===== config.mk =====
export PLATFORM = sky130hd
export DESIGN_NAME = conv2d_stream_engine
export DESIGN_NICKNAME = d
export VERILOG_FILES = /design/src/rtl/conv2d_stream_engine.sv
export SDC_FILE = /design/constraint.sdc
export NUM_CORES = 1
export LEC_CHECK = 0
export CELL_PAD_IN_SITES_DETAIL_PLACEMENT = 1
export CELL_PAD_IN_SITES_GLOBAL_PLACEMENT = 1
export CORE_MARGIN = 1
export CORE_UTILIZATION = 48
export DETAILED_ROUTE_END_ITERATION = 8
export PLACE_DENSITY = 0.73
export RECOVER_POWER = 50
export SYNTH_ARGS = -nofsm -noshare
export SYNTH_HDL_FRONTEND = slang
export SYNTH_SLANG_ARGS = --single-unit

===== constraint.sdc =====
create_clock -name clk -period 10.9 [get_ports clk]
set_input_delay 1.635 -clock clk [delete_from_list [all_inputs] [get_ports clk]]
set_output_delay 1.635 -clock clk [all_outputs]
set_load 0.005 [all_outputs]

===== src/rtl/conv2d_stream_engine.sv =====
// Serial 2-D valid-mode convolution: streams in a KS x KS kernel and an IMG x IMG
// feature map, computes one MAC per cycle, requantises, and streams results out.
//
// state  | meaning
// IDLE   | waiting for start
// LOAD_F | accepting kernel weights
// LOAD_I | accepting image pixels
// MAC    | accumulating one output, one product per cycle
// EMIT   | presenting a result until the sink accepts it
module conv2d_stream_engine #(
    parameter int DW     = 8,
    parameter int IMG    = 4,
    parameter int KS     = 3,
    parameter int ACCW   = 24,
    parameter int SHIFT  = 0,
    parameter int SIGNED = 0
) (
    input  logic          clk,
    input  logic          rst,
    input  logic          start,
    input  logic          relu_en,
    input  logic          filt_valid,
    input  logic [DW-1:0] filt_data,
    output logic          filt_ready,
    input  logic          ifmap_valid,
    input  logic [DW-1:0] ifmap_data,
    output logic          ifmap_ready,
    output logic          out_valid,
    output logic [DW-1:0] out_data,
    input  logic          out_ready,
    output logic          out_last,
    output logic          busy,
    output logic          done
);

    localparam int OUT  = IMG - KS + 1;
    localparam int NK   = KS * KS;
    localparam int NPIX = IMG * IMG;
    localparam int IDXW = (NPIX > 1) ? $clog2(NPIX) : 1;
    localparam int KW   = (NK > 1) ? $clog2(NK) : 1;
    localparam int CW   = (IMG > 1) ? $clog2(IMG) : 1;

    localparam logic signed [ACCW-1:0] SMAX = ACCW'((1 << (DW - 1)) - 1);
    localparam logic signed [ACCW-1:0] SMIN = ~SMAX;
    localparam logic [ACCW-1:0]        UMAX = {{(ACCW - DW){1'b0}}, {DW{1'b1}}};

    if (KS > IMG) begin : g_ks_check
        $error("conv2d_stream_engine: KS must not exceed IMG");
    end
    if (ACCW < 2 * DW + $clog2(NK)) begin : g_accw_check
        $error("conv2d_stream_engine: ACCW too narrow for the kernel sum");
    end

    typedef enum logic [2:0] {IDLE, LOAD_F, LOAD_I, MAC, EMIT} state_t;

    state_t                  state_q, state_d;
    logic [IDXW-1:0]         ld_idx_q, ld_idx_d;
    logic [CW-1:0]           r_q, r_d, c_q, c_d;
    logic [CW-1:0]           kr_q, kr_d, kc_q, kc_d;
    logic [KW-1:0]           k_q, k_d;
    logic signed [ACCW-1:0]  acc_q, acc_d;
    logic                    relu_q, relu_d;
    logic                    filt_ready_q, filt_ready_d;
    logic                    ifmap_ready_q, ifmap_ready_d;
    logic                    out_valid_q, out_valid_d;
    logic [DW-1:0]           out_data_q, out_data_d;
    logic                    out_last_q, out_last_d;
    logic                    busy_q, busy_d;
    logic                    done_q, done_d;

    logic [DW-1:0]           w_mem   [NK];
    logic [DW-1:0]           pix_mem [NPIX];

    logic [CW-1:0]           row_sel, col_sel;
    logic [IDXW-1:0]         pix_addr;
    logic [DW-1:0]           pix_sel, w_sel;
    logic signed [ACCW-1:0]  pix_ext, w_ext, prod, acc_next;

    // Shift first, then optional ReLU, then clamp into the output range.
    function automatic logic [DW-1:0] requant(input logic signed [ACCW-1:0] a,
                                              input logic relu);
        logic signed [ACCW-1:0] qs;
        logic [ACCW-1:0]        qu;
        logic [DW-1:0]          res;
        qs = a >>> SHIFT;
        qu = $unsigned(a) >> SHIFT;
        if (SIGNED != 0) begin
            if (relu && qs[ACCW-1]) qs = '0;
            if (qs > SMAX)      res = SMAX[DW-1:0];
            else if (qs < SMIN) res = SMIN[DW-1:0];
            else                res = qs[DW-1:0];
        end else begin
            res = (qu > UMAX) ? {DW{1'b1}} : qu[DW-1:0];
        end
        return res;
    endfunction

    always_comb begin
        row_sel  = r_q + kr_q;
        col_sel  = c_q + kc_q;
        pix_addr = IDXW'(row_sel) * IDXW'(IMG) + IDXW'(col_sel);
        pix_sel  = pix_mem[pix_addr];
        w_sel    = w_mem[k_q];
        if (SIGNED != 0) begin
            pix_ext = {{(ACCW - DW){pix_sel[DW-1]}}, pix_sel};
            w_ext   = {{(ACCW - DW){w_sel[DW-1]}}, w_sel};
        end else begin
            pix_ext = {{(ACCW - DW){1'b0}}, pix_sel};
            w_ext   = {{(ACCW - DW){1'b0}}, w_sel};
        end
        prod     = pix_ext * w_ext;
        acc_next = (k_q == '0) ? prod : acc_q + prod;
    end

    always_comb begin
        state_d       = state_q;
        ld_idx_d      = ld_idx_q;
        r_d           = r_q;
        c_d           = c_q;
        kr_d          = kr_q;
        kc_d          = kc_q;
        k_d           = k_q;
        acc_d         = acc_q;
        relu_d        = relu_q;
        filt_ready_d  = filt_ready_q;
        ifmap_ready_d = ifmap_ready_q;
        out_valid_d   = out_valid_q;
        out_data_d    = out_data_q;
        out_last_d    = out_last_q;
        busy_d        = busy_q;
        done_d        = 1'b0;

        case (state_q)
            IDLE: begin
                if (start) begin
                    state_d      = LOAD_F;
                    relu_d       = relu_en;
                    filt_ready_d = 1'b1;
                    busy_d       = 1'b1;
                    ld_idx_d     = '0;
                    r_d          = '0;
                    c_d          = '0;
                    kr_d         = '0;
                    kc_d         = '0;
                    k_d          = '0;
                end
            end
            LOAD_F: begin
                if (filt_valid && filt_ready_q) begin
                    if (ld_idx_q == IDXW'(NK - 1)) begin
                        state_d       = LOAD_I;
                        ld_idx_d      = '0;
                        filt_ready_d  = 1'b0;
                        ifmap_ready_d = 1'b1;
                    end else begin
                        ld_idx_d = ld_idx_q + IDXW'(1);
                    end
                end
            end
            LOAD_I: begin
                if (ifmap_valid && ifmap_ready_q) begin
                    if (ld_idx_q == IDXW'(NPIX - 1)) begin
                        state_d       = MAC;
                        ld_idx_d      = '0;
                        ifmap_ready_d = 1'b0;
                        r_d           = '0;
                        c_d           = '0;
                        kr_d          = '0;
                        kc_d          = '0;
                        k_d           = '0;
                    end else begin
                        ld_idx_d = ld_idx_q + IDXW'(1);
                    end
                end
            end
            MAC: begin
                acc_d = acc_next;
                if (k_q == KW'(NK - 1)) begin
                    state_d     = EMIT;
                    out_valid_d = 1'b1;
                    out_data_d  = requant(acc_next, relu_q);
                    out_last_d  = (r_q == CW'(OUT - 1)) && (c_q == CW'(OUT - 1));
                    k_d         = '0;
                    kr_d        = '0;
                    kc_d        = '0;
                end else begin
                    k_d = k_q + KW'(1);
                    if (kc_q == CW'(KS - 1)) begin
                        kc_d = '0;
                        kr_d = kr_q + CW'(1);
                    end else begin
                        kc_d = kc_q + CW'(1);
                    end
                end
            end
            EMIT: begin
                if (out_ready) begin
                    out_valid_d = 1'b0;
                    out_last_d  = 1'b0;
                    if (out_last_q) begin
                        state_d = IDLE;
                        done_d  = 1'b1;
                        busy_d  = 1'b0;
                        r_d     = '0;
                        c_d     = '0;
                    end else begin
                        state_d = MAC;
                        if (c_q == CW'(OUT - 1)) begin
                            c_d = '0;
                            r_d = r_q + CW'(1);
                        end else begin
                            c_d = c_q + CW'(1);
                        end
                    end
                end
            end
            default: state_d = IDLE;
        endcase
    end

    always_ff @(posedge clk or negedge rst) begin
        if (!rst) begin
            state_q       <= IDLE;
            ld_idx_q      <= '0;
            r_q           <= '0;
            c_q           <= '0;
            kr_q          <= '0;
            kc_q          <= '0;
            k_q           <= '0;
            acc_q         <= '0;
            relu_q        <= 1'b0;
            filt_ready_q  <= 1'b0;
            ifmap_ready_q <= 1'b0;
            out_valid_q   <= 1'b0;
            out_data_q    <= '0;
            out_last_q    <= 1'b0;
            busy_q        <= 1'b0;
            done_q        <= 1'b0;
        end else begin
            state_q       <= state_d;
            ld_idx_q      <= ld_idx_d;
            r_q           <= r_d;
            c_q           <= c_d;
            kr_q          <= kr_d;
            kc_q          <= kc_d;
            k_q           <= k_d;
            acc_q         <= acc_d;
            relu_q        <= relu_d;
            filt_ready_q  <= filt_ready_d;
            ifmap_ready_q <= ifmap_ready_d;
            out_valid_q   <= out_valid_d;
            out_data_q    <= out_data_d;
            out_last_q    <= out_last_d;
            busy_q        <= busy_d;
            done_q        <= done_d;
        end
    end

    // Buffers keep their contents across reset; only the control path is cleared.
    always_ff @(posedge clk) begin
        if (state_q == LOAD_F && filt_valid && filt_ready_q)
            w_mem[KW'(ld_idx_q)] <= filt_data;
        if (state_q == LOAD_I && ifmap_valid && ifmap_ready_q)
            pix_mem[ld_idx_q] <= ifmap_data;
    end

    assign filt_ready  = filt_ready_q;
    assign ifmap_ready = ifmap_ready_q;
    assign out_valid   = out_valid_q;
    assign out_data    = out_data_q;
    assign out_last    = out_last_q;
    assign busy        = busy_q;
    assign done        = done_q;

endmodule


==> results by group <==
Synth
  – Sequential share of the synthesized area: roughly 54%
  – Synth Area in Simple Gates: between 10% and 20%
  – YS warnings: 0
  – Distinct cell type count after synthesis: between 60 and 70
  – Post-synth top cells: edfxtp_1, nand2_1, nor2_1, ha_1
  – Ys flop type: edfxtp_1
  – Ys async rst share: 22.18%
  – Post-synthesis cell area: 13680 sq um
  – Synth Area in Compound Gates: 8.751%
  – Ranking of synthesized cells by area: edfxtp_1, dfrtp_1, mux4_2
  – Count leader, synth: edfxtp_1
  – Syn Inst Count: between 1k and 1.5k
  – Cell taking the most area after synthesis: edfxtp_1
  – Mean post-synth cell area: ~13 sq um
  – Synthesized flop and latch total: ~260
  – Post-Synth XOR/XNOR Area: between 2 and 2.5%
  – Post-synth EDFFs: 200
  – Synth Area in Adders: around 11%
  – Syn nets: approximately 1.2k
  – Mux contribution to synthesized area: approximately 9.8%
  – Largest family of logic cells by synthesized area: simple AND/OR/NAND/NOR gates
  – Post-synth top area share: between 40% and 50%

Critical path
  – Buffers & Inverters on Critical Path: 4
  – Kind of critical path: register to register
  – Worst Setup SP: kc_q[0]
  – Worst Setup End Kind: register
  – Crit start category: register
  – CP delay by family, top: adder cells
  – Slowest-stage cell, CP: ha_2
  – Crit path required time: 11300 ps
  – CP arrival: 10230 ps
  – Largest stage delay on the critical path: about 1100 ps
  – CP Max Fanout: 31
  – Reg-to-Reg Start: kc_q[0]

Min path
  – Hold Crit Start: acc_q[11]
  – Hold crit path type: register to register

Global route
  – Vias in the first global route: ~9k
  – First-pass GRT wire length: around 52000 um
  – GRT overflow: 0
  – GRT Total Usage: approximately a quarter
  – Largest net degree at the start of global routing: 58
  – Initial antenna violation count: 0

Timing
  – Layout Skew: roughly 12 ps
  – # setup viols final: 0
  – RSZ-0062 raised after global routing: false
  – Tmin final: ~10000 ps
  – Final Hold Fails: 0
  – Final period util: 90.20%
  – Slew @ Worst Pin: 3539 ps
  – Achievable frequency: slightly above 100 MHz
  – Hold_ws: 496.0 ps
  – Worst slew margin: -135.9%
  – Post-route setup TNS: 0 ps
  – Final Max Slew Viols: 58

Clock tree
  – Post-cts resize count: 0
  – Clock tree from TritonCTS: built
  – CTS buffer count: 29
  – Setup Buffers After CTS: 0
  – H-tree depth: 1
  – CTS Hold Bufs: 0
  – Clock Tree Buf Depth: 3
  – Clk Latency, worst-skew pair: around 560 ps
  – Clock root buffer: clkbuf_16
  – Worst-path clk slew: 60 ps
  – CTS Sinks: 257

Place
  – Routability Congestion: a little over 0.8
  – Hpwl dp: approximately 23000 um
  – PortBufs: 35
  – Placed instance area: 14520 sq um

Final layout
  – Synth-to-layout area growth: 12.94%
  – Ratio of cells with drive above 1 in the final layout: between 10% and 20%
  – # fillers: 2810
  – N_diodes: 0
  – Post-layout net count: around 1.2k
  – Layout Cell Area excl Fill: approximately 15000 sq um
  – FF+latch area: between 7000 and 8000 sq um
  – Footprint of the multi-input gates: a little under 6000 sq um
  – Final core utilization: 55.32%

Run
  – Max Cap Viol: 1

Floorplanning
  – Core box area: about 28000 sq um
  – Row Count: 61
  – DIE HEIGHT: between 150 and 200 um
  – Die area: a little under 30000 sq um
  – Initial Utilization: between 40% and 50%
  – I/O Pins: 37
  – Die Span X: between 150 and 200 um

Status
  – Status: finished with violations
  – Failing checks: max-capacitance violations, max-slew violations

Detailed routing
  – Via density: a little under 6
  – Pre-antenna DRT Iters: 5
  – Drc violations: 0
  – Via Count: roughly 8.7k
  – WL/cell: 22.17 um
  – Final wirelength: approximately 33000 um
  – DR iter-0 viols: between 600 and 700
  – Post-route ant nets: 0
kinds of logic (layout without fill, tap and decap cells):
| group | Yosys count | after routing |
|---|---|---|
| adders and majority gates | 99 | 99 |
| DFF | 257 | 257 |
| muxes | 69 | 69 |
| and+or+nand+nor | 310 | 310 |
| xor gates and xnor gates | 32 | 32 |
| AOI/OAI and AO/OA | 192 | 192 |
| buffers and inverters | 91 | 164 |
metal layers:
layer / share of wire, % / global-route usage, %
met2: 50 / 40.51
met4: 2.3 / 6.289
met1: 44 / 32.42
met5: 0 / 0
met3: 3.0 / 2.359
cell usage in the layout (no fill, tap or decap), drive strengths merged, types with 8 or more instances in the layout:
cell type | netlist | final
fa | 37 | 37
nand2b | 13 | 13
dlygate4sd3 | 0 | 18
xor2 | 15 | 15
inv | 60 | 64
nor2b | 56 | 56
nor3 | 31 | 31
and3 | 9 | 9
nand2 | 85 | 85
a21o | 8 | 8
clkbuf | 25 | 32
nand3 | 17 | 17
xnor2 | 17 | 17
nor2 | 71 | 71
o21ai | 61 | 61
clkinv | 0 | 17
dfrtp | 57 | 57
clkdlybuf4s50 | 0 | 16
ha | 62 | 62
mux4 | 52 | 52
buf | 6 | 14
o211ai | 8 | 8
a21oi | 58 | 58
a31oi | 10 | 10
mux2i | 13 | 13
o31ai | 8 | 8
edfxtp | 200 | 200
cell type report:
cell class	instances	area share (%)
inverters	60	1.457
clock buffers	30	4.720
clock inverters	24	1.368
flip-flops and latches	257	48.09
well taps	378	3.060
multi-input cells	702	38.39
repair buffers	50	2.915
registers in the layout, summed over array words and instances, names as in the netlist:
signal       count
acc_q           24
busy             1
c_q              2
done             1
filt_ready       1
ifmap_ready      1
k_q              4
kc_q             2
kr_q             2
ld_idx_q         4
out_data         8
out_last         1
out_valid        1
pix_mem        128
r_q              2
state_q          3
w_mem           72
worst register-to-register path: stages (launching register included):
cell       delay [ps]
dfrtp_1           440
ha_2             1070
mux4_2            650
mux4_2            620
nor2b_1           220
fa_1              540
inv_1              50
fa_1              470
inv_1              60
fa_1              530
inv_1              50
fa_1              530
inv_1              40
ha_1              370
a21oi_2           100
o221a_1           280
o41ai_1           470
a21oi_1           150
xnor2_1           340
ha_1              330
nand2_1           190
a211o_1           320
a31oi_1           290
xnor2_1           190
a2bb2oi_1          90
or4_4             580
nor4_4            520
a21oi_1           170
stage by stage:
stage               instances  worst slack [ps]
finish                   1501              1069
global placement         1447              1236
CTS                      1501              1006
detailed placement       1447              1106
global route             1501             535.2
floorplan                1050              2542
worst paths after layout:
check / endpoint / slack, ps / depth (start not counted)
setup / recovery: out_data[2] / 1070 / 27
hold / removal: acc_q[11] / 500 / 2
setup reg to reg: out_data[2] / 1070 / 27
hold reg to reg: acc_q[11] / 500 / 2
max in group asynchronous: done / 6520 / 2
min in group asynchronous: out_data[3] / 2370 / 2
Power is not shown: default switching activity piles up to over one toggle a cycle in this logic, so the estimate is an artifact.
